File: src/rtl/mem_ctrl_pkg.sv
// Shared types and helpers for the SRAM read-modify-write controller.
package mem_ctrl_pkg;

    localparam int unsigned BYTE_W = 8;

    typedef enum logic {
        StIdle,
        StMerge
    } state_e;

    // Byte-lane merge: take the new byte where its enable is set, else keep the old one.
    function automatic logic [BYTE_W-1:0] be_merge(
        input logic [BYTE_W-1:0] old_byte,
        input logic [BYTE_W-1:0] new_byte,
        input logic              be
    );
        return be ? new_byte : old_byte;
    endfunction

endpackage

File: src/rtl/sram_sp.sv
// Behavioural single-port SRAM: active-low CEN/WEN, Q updates only on a read and holds otherwise.
module sram_sp #(
    parameter int unsigned DATA_W = 16,
    parameter int unsigned DEPTH  = 128,
    parameter int unsigned ADDR_W = 7
) (
    output logic [DATA_W-1:0] Q,
    input  logic              CLK,
    input  logic              CEN,
    input  logic              WEN,
    input  logic [ADDR_W-1:0] A,
    input  logic [DATA_W-1:0] D
);

    logic [DATA_W-1:0] mem [DEPTH];

    // Array write or registered read, only when the macro is enabled.
    always_ff @(posedge CLK) begin
        if (!CEN) begin
            if (!WEN) begin
                mem[A] <= D;
            end else begin
                Q <= mem[A];
            end
        end
    end

endmodule

File: src/rtl/sram_rmw_ctrl.sv
// Valid/ready front end over a word-write SRAM; partial writes become read-modify-write.
module sram_rmw_ctrl import mem_ctrl_pkg::*; #(
    parameter int unsigned DATA_W = 16,
    parameter int unsigned ADDR_W = 7,
    parameter int unsigned DEPTH  = 128,
    localparam int unsigned BE_W  = DATA_W / BYTE_W
) (
    input  logic              clk,
    input  logic              rst_n,
    input  logic              req_valid,
    output logic              req_ready,
    input  logic              req_we,
    input  logic [ADDR_W-1:0] req_addr,
    input  logic [DATA_W-1:0] req_wdata,
    input  logic [BE_W-1:0]   req_be,
    output logic              rsp_valid,
    output logic [DATA_W-1:0] rsp_rdata,
    output logic              rsp_err
);

    localparam logic [ADDR_W:0] DepthC = DEPTH[ADDR_W:0];

    state_e            state_q, state_d;
    logic              init_q;
    logic [ADDR_W-1:0] addr_q;
    logic [DATA_W-1:0] wdata_q;
    logic [BE_W-1:0]   be_q;
    logic              rd_pend_q, rd_pend_d;
    logic              rd_err_q, rd_err_d;
    logic              rsp_valid_q, rsp_err_q;
    logic [DATA_W-1:0] rsp_rdata_q;

    logic              sram_cen_n, sram_wen_n;
    logic [ADDR_W-1:0] sram_addr;
    logic [DATA_W-1:0] sram_wdata, sram_q, merged;
    logic              accept, in_range, be_full, be_none;

    assign req_ready = (state_q == StIdle) & init_q;
    assign accept    = req_valid & req_ready;
    assign in_range  = {1'b0, req_addr} < DepthC;
    assign be_full   = &req_be;
    assign be_none   = ~|req_be;

    assign rsp_valid = rsp_valid_q;
    assign rsp_rdata = rsp_rdata_q;
    assign rsp_err   = rsp_err_q;

    // Per-lane merge of latched write data over the word read in the accept cycle.
    always_comb begin
        merged = '0;
        for (int i = 0; i < BE_W; i++) begin
            merged[i*BYTE_W +: BYTE_W] = be_merge(sram_q[i*BYTE_W +: BYTE_W],
                                                  wdata_q[i*BYTE_W +: BYTE_W], be_q[i]);
        end
    end

    // Next state and SRAM command decode.
    always_comb begin
        state_d    = state_q;
        rd_pend_d  = 1'b0;
        rd_err_d   = 1'b0;
        sram_cen_n = 1'b1;
        sram_wen_n = 1'b1;
        sram_addr  = req_addr;
        sram_wdata = req_wdata;
        unique case (state_q)
            StIdle: begin
                if (accept) begin
                    if (!req_we) begin
                        if (in_range) begin
                            sram_cen_n = 1'b0;
                            rd_pend_d  = 1'b1;
                        end else begin
                            rd_err_d = 1'b1;
                        end
                    end else if (in_range && !be_none) begin
                        sram_cen_n = 1'b0;
                        if (be_full) begin
                            sram_wen_n = 1'b0;
                        end else begin
                            state_d = StMerge;
                        end
                    end
                end
            end
            StMerge: begin
                sram_cen_n = 1'b0;
                sram_wen_n = 1'b0;
                sram_addr  = addr_q;
                sram_wdata = merged;
                state_d    = StIdle;
            end
            default: state_d = StIdle;
        endcase
        // A reset cycle must never touch the array, including an in-flight merge.
        if (!rst_n) begin
            sram_cen_n = 1'b1;
        end
    end

    // Control state and registered response.
    always_ff @(posedge clk) begin
        if (!rst_n) begin
            state_q     <= StIdle;
            init_q      <= 1'b0;
            rd_pend_q   <= 1'b0;
            rd_err_q    <= 1'b0;
            rsp_valid_q <= 1'b0;
            rsp_err_q   <= 1'b0;
            rsp_rdata_q <= '0;
        end else begin
            state_q     <= state_d;
            init_q      <= 1'b1;
            rd_pend_q   <= rd_pend_d;
            rd_err_q    <= rd_err_d;
            rsp_valid_q <= rd_pend_q | rd_err_q;
            if (rd_pend_q | rd_err_q) begin
                rsp_err_q   <= rd_err_q;
                rsp_rdata_q <= rd_pend_q ? sram_q : '0;
            end
        end
    end

    // Capture the request for a possible merge cycle.
    always_ff @(posedge clk) begin
        if (accept) begin
            addr_q  <= req_addr;
            wdata_q <= req_wdata;
            be_q    <= req_be;
        end
    end

    sram_sp #(
        .DATA_W(DATA_W),
        .DEPTH (DEPTH),
        .ADDR_W(ADDR_W)
    ) u_sram (
        .Q  (sram_q),
        .CLK(clk),
        .CEN(sram_cen_n),
        .WEN(sram_wen_n),
        .A  (sram_addr),
        .D  (sram_wdata)
    );

endmodule

File: config.mk
export PLATFORM = sky130hd
export DESIGN_NAME = sram_rmw_ctrl
export DESIGN_NICKNAME = d
export VERILOG_FILES = /design/src/rtl/mem_ctrl_pkg.sv /design/src/rtl/sram_sp.sv /design/src/rtl/sram_rmw_ctrl.sv
export SDC_FILE = /design/constraint.sdc
export NUM_CORES = 2
export LEC_CHECK = 0
export ABC_CLOCK_PERIOD_IN_PS = 7800
export CAP_MARGIN = 10
export CORE_MARGIN = 1
export CORE_UTILIZATION = 34
export DETAILED_ROUTE_END_ITERATION = 8
export PLACE_DENSITY_LB_ADDON = 0.2
export SKIP_LAST_GASP = 1
export SLEW_MARGIN = 20
export SYNTH_ARGS = -nofsm -noshare
export SYNTH_HDL_FRONTEND = slang
export SYNTH_SLANG_ARGS = --single-unit
File: constraint.sdc
create_clock -name clk -period 7.8 [get_ports clk]
set_clock_uncertainty 0.2 [all_clocks]
set_input_delay 1.56 -clock clk [delete_from_list [all_inputs] [get_ports clk]]
set_output_delay 1.56 -clock clk [all_outputs]
set_load 0.03 [all_outputs]
; ---- Word-level counts from Yosys, hierarchy flattened
; Memory sizes are Yosys's and may differ from the RTL's. A register that Yosys moved wholly into a read port is not among the register bits.
; Cells that the tools add are included.
[word_totals]
reg_bits = 45
mem_bits_rw = 2048
elab_cells = 43
mem_count = 1
[op_classes]
n_mux = 24
bitwise_logic = 6
reduce_logical = 4
[memory_table]
columns = memory, depth, width, rd, rd_clocked_by_memory_dff, wr, line
row1 = u_sram.mem, 128, 16, 1, 1, 1, sram_sp.sv:15  ; logic [DATA_W-1:0] mem [DEPTH];
[op_table]
columns = op, count
row1 = $mux W16, 2
row2 = $mux W1, 16
row3 = $mux W8, 2
row4 = $mux W7, 1
row5 = $pmux W1 S2, 3
row6 = $not A1 Y1, 4
row7 = $reduce_and A2 Y1, 2
row8 = $reduce_or A3 Y1, 1
row9 = $and A1 B1 Y1, 2
row10 = $reduce_or A2 Y1, 1

; ---- Depth between registers and ports, before layout
[logic_depth]
depth_word = 9
ltp_mapped = 10
depth_no_buf = 6

; ---- Hierarchy
; A second synthesis with hierarchy kept.
[unflattened]
hier_cells = 4929
area_unflattened_um2 = 82613.0
[by_module_without_submodules]
columns = mod, n_inst, cells_each, area_each_um2, seq_area_each_um2
row1 = sram_sp, 1, 4770, 80609.8, 61979.4
row2 = sram_rmw_ctrl, 1, 159, 2003.2, 1151.1

; ---- Worst setup path before layout
; No wires, ideal clock.
[synth_path]
path_kind = input -> register
from = input port req_wdata[10]
to = memory u_sram.mem[0][10], data pin
t_arrival_ps = 5057
required_ps = 6708
setup_slack_ps = 1651
cell_stages = 2
path_buffers = 0
path_cell_list = nor2_1 -> a21oi_1
[synth_via]
elab_chain_len = 1
[synth_rtl]
columns = element, line
row1 = start: declaration, sram_rmw_ctrl.sv:14  ; input logic [DATA_W-1:0] req_wdata,
row2 = $mux W16, sram_rmw_ctrl.sv:66  ; unique case (state_q)
row3 = via sram_wdata[10], sram_rmw_ctrl.sv:35  ; logic [DATA_W-1:0] sram_wdata, sram_q, merged;
row4 = end: declaration, sram_sp.sv:15
; The timed path passes the listed nets, and every way through them passes these cells.

; ---- Worst setup path after layout
[layout_path]
from = input port req_be[0]
to = memory u_sram.mem[52][8] (enable)
[layout_via]
elab_chain_len = 9
word_cells_on_any_way = 15
[layout_rtl]
columns = element, line
row1 = start: declaration, sram_rmw_ctrl.sv:15  ; input logic [BE_W-1:0] req_be,
row2 = $reduce_and A2 Y1, sram_rmw_ctrl.sv:41  ; assign be_full = &req_be;
row3 = $mux W1, sram_rmw_ctrl.sv:78  ; if (be_full) begin
row4 = $mux W1, sram_rmw_ctrl.sv:76  ; end else if (in_range && !be_none) begin
row5 = $mux W1, sram_rmw_ctrl.sv:69  ; if (!req_we) begin
row6 = $mux W1, sram_rmw_ctrl.sv:68  ; if (accept) begin
row7 = $pmux W1 S2, sram_rmw_ctrl.sv:66
row8 = $mux W1, sram_sp.sv:20  ; if (!WEN) begin
row9 = $mux W1 *, sram_sp.sv:19  ; if (!CEN) begin
row10 = $mux W1 (implied by the code) *, sram_sp.sv:21  ; mem[A] <= D;
; Mark *: on every way between the ends. The rest lies on a longest branch, timed or not.

==> key figures <==
Yosys
  – Synth Instances: 4073
  – Ys flop type: edfxtp_1
  – Mean Syn Cell Area: 18.9 um^2
  – Synth unique cells: 47
  – Post-synth EDFFs: 2089
  – Cell accounting for the most synthesized area: edfxtp_1
  – Post-synth ARST share: 0%
  – #FFs+latches synth: 2109
  – Part of the Yosys area used for sequential elements: 82.2%
  – Ys Warns: 0
  – Syn nets: 4104
  – Share of the synthesized area in the top cell type: 81.7%
  – Synth top area cells: edfxtp_1, a22oi_1, a41oi_1, mux2i_1, buf_2
  – Mapped Area: 76800 um^2

Layout
  – Share of layout cells above drive strength 1: 15.2%
  – Area growth, synth to finish: 16.2%
  – Nets: 4301
  – Fill count: 20100
  – Finished Layout Cells: 7451

Routing
  – Via Count: 42900
  – Antenna-violating nets left: 0
  – Drt first pass iters: 5
  – Initial DRC count: 5520
  – DRC: 0
  – Final wirelength: 244000 um
  – Vias/cell: 5.76
  – WL/cell: 32.7 um

Timing
  – Rel. slew slack: 19.5%
  – Final period util: 66.7%
  – RSZ-0062 raised after global routing: no
  – Final hold vios: 0
  – Setup TNS: 0 ns
  – Max Freq: 0.192 GHz
  – Final setup violation count: 0
  – Worst Tran Pin Value: 1.19 ns
  – Clock period minus worst slack: 5.20 ns
  – Max-slew violation count: 0

Clock network
  – Root buffer cell: clkbuf_16
  – CTS clk-pin slew, worst paths: 0.06 ns
  – Post_cts resized: 0
  – Total CTS buffers: 216
  – Worst skew pair latency: 0.86 ns
  – H-Tree Level Count: 4
  – CTS tree: yes
  – Setup Buffers After CTS: 0
  – CTS sink cnt: 2109
  – Hold-fix buffers, CTS: 0
  – Clock tree buffer depth: 3

Setup path
  – R2R depth: 6
  – Worst R2R End: u_sram.mem[52][8]$_DFFE_PP_
  – CP Class: input port to register
  – Register-to-register setup slack: 2.95 ns
  – Crit-path max FO: 16
  – Critical Path Start Type: input port
  – Worst r2r src: state_q$_SDFF_PP0_
  – WP data required: 8.06 ns
  – Worst EP arrival: 5.46 ns
  – Nature of the critical path endpoint: register

Die
  – Core area: 225000 um^2
  – Initial Utilization: 34.2%
  – Die Span X: 477 um
  – DIE HEIGHT: 477 um
  – # IOs: 48
  – Die area: 228000 um^2
  – # rows: 174

GRT
  – Total gr overflow: 0
  – Vias in the first global route: 41200
  – Largest net degree at the start of global routing: 129
  – GRT Overall Usage: 20.9%
  – Initial antenna violation count: 15
  – First-pass GRT wire length: 338000 um

Status
  – Run status: finished clean

Worst hold path
  – HP Start: rsp_rdata[0]$_SDFFE_PN0P_
  – Worst Hold Path EP: rsp_rdata[0]$_SDFFE_PN0P_
  – Hold Crit Class: register to register
  – Min-Delay Path Depth: 2

Placement
  – Placed insts: 7043
  – HPWL Detailed: 139000 um
  – GPL Wtd Cong: 0.805
  – Port bufs: 46

Flow run
  – Max cap viols: 0

Power
  – Power per Cell Area: 264 nW/um^2
  – Peak VDD IR: 0.190 mV
  – Leak pwr: 0.0258 uW
-- cell families (layout without fill, tap and decap cells) --
family,count (synthesis),in the layout,synth area share [%]
muxes,70,70,0.914
and+or+nand+nor,236,236,1.35
AOI/OAI and AO/OA,1366,1366,13.8
buffers and inverters,289,669,1.73
other,1,7,0.00488
DFF,2109,2109,82.2
adders and majority gates,2,2,0.0326
-- through the flow --
stage | setup WS (ns) | hold slack [ns] | util, % | power (uW) | area (um^2)
finish | 2.60 | 0.325 | 39.7 | 23600 | 89300
global route | 2.62 | 0.340 | 39.7 | 24200 | 89200
CTS | 2.61 | 0.327 | 39.7 | 23700 | 89200
detailed placement | 1.72 | 0.308 | 36.7 | 13900 | 82400
global placement | 0.923 | 0.303 | 36.6 | 13900 | 82200
floorplan | 1.65 | 0.304 | - | 13300 | 76800
-- per-layer routing --
metal | routed length (um) | up-vias | GRT usage (%)
li1 | - | 17900 | -
met1 | 107000 | 23000 | 29.8
met2 | 114000 | 1807 | 32.9
met3 | 17300 | 263 | 3.67
met4 | 5430 | 10 | 5.50
met5 | 71 | - | 0
-- Yosys cell counts (2+ instances only) --
library cell and number:
edfxtp_1 2089, a22oi_1 986, a41oi_1 248, nor2_1 149
clkbuf_1 131, buf_2 117, mux2i_1 69, o41ai_1 62
nand2_1 33, o22ai_1 21, dfxtp_1 20, nor2b_1 19
a21oi_1 17, buf_1 17, nand4_1 15, buf_6 10
inv_1 8, o21ai_0 8, nand2b_1 6, buf_4 5
o22a_1 4, a22o_1 3, and2_1 3, o32ai_1 3
a21o_1 2, a31o_2 2, a31oi_1 2, ha_1 2
nor3_1 2, o21a_1 2, o32ai_2 2
-- state kept, by name, indices dropped and copies added, names as in the netlist --
signal,count
wdata_q,16
rd_pend_q,1
u_sram.mem,2048
rsp_valid,1
addr_q,7
state_q,1
init_q,1
be_q,2
u_sram.Q,16
rsp_rdata,16
-- critical path, cell delays in order --
cell and delay, ns:
clkdlybuf4s50_1 0.53, inv_1 0.07, ha_1 0.21, and4b_1 0.44, o21a_1 0.60, nand2_2 0.82
nor2_2 1.19
-- where the power goes --
part / leakage (uW) / switching (uW) / total (uW) / internal [uW]
clock network: 0.00329 / 4350 / 9920 / 5580
registers: 0.0189 / 24.9 / 12500 / 12500
logic: 0.00363 / 845 / 1100 / 259
-- layout make-up --
class	instances	area (um^2)	share of cell area, %
sequential	2109	63100	70.7
multi-input combinational	1675	13300	14.8
clock buffer	279	5740	6.43
tap	2992	3740	4.19
timing repair buffer	260	2350	2.63
clock inverter	122	992	1.11
inverter	8	30.0	0.0336
antenna	6	15.0	0.0168
-- layout by cell type (no fill, tap or decap), types with 4 or more instances in the layout --
| master | instances |
|---|---|
| nand4_1 | 15 |
| mux2i_1 | 69 |
| o41ai_2 | 21 |
| nor2_4 | 14 |
| nand2b_1 | 6 |
| clkinv_8 | 8 |
| o21ai_0 | 8 |
| nand2_1 | 25 |
| nor2b_1 | 19 |
| o41ai_1 | 41 |
| clkbuf_16 | 217 |
| clkinv_2 | 32 |
| nor2_2 | 89 |
| edfxtp_1 | 2089 |
| o32ai_4 | 4 |
| inv_6 | 5 |
| inv_1 | 8 |
| nand2_2 | 6 |
| nor2_1 | 46 |
| clkbuf_8 | 8 |
| dfxtp_1 | 19 |
| a22oi_1 | 986 |
| buf_4 | 188 |
| a21oi_4 | 16 |
| a41oi_1 | 246 |
| bufinv_16 | 12 |
| clkdlybuf4s50_1 | 46 |
| clkinv_1 | 58 |
| o22ai_1 | 16 |
| buf_12 | 21 |
| clkbuf_1 | 54 |
| diode_2 | 6 |
-- worst max path at each step --
stage,to,startpoint,slack (ns)
2_1_floorplan,u_sram.mem[0][10]$_DFFE_PP_,req_wdata[10],1.65
3_3_place_gp,u_sram.Q[9]$_DFFE_PP_,req_addr[0],0.92
3_5_place_dp,u_sram.mem[52][8]$_DFFE_PP_,req_valid,1.72
4_1_cts,u_sram.mem[52][12]$_DFFE_PP_,req_valid,2.61
5_1_grt,u_sram.mem[52][0]$_DFFE_PP_,req_valid,2.62
6_report,u_sram.mem[52][8]$_DFFE_PP_,req_be[0],2.60
Note: power is estimated with default switching activity, not from simulation.
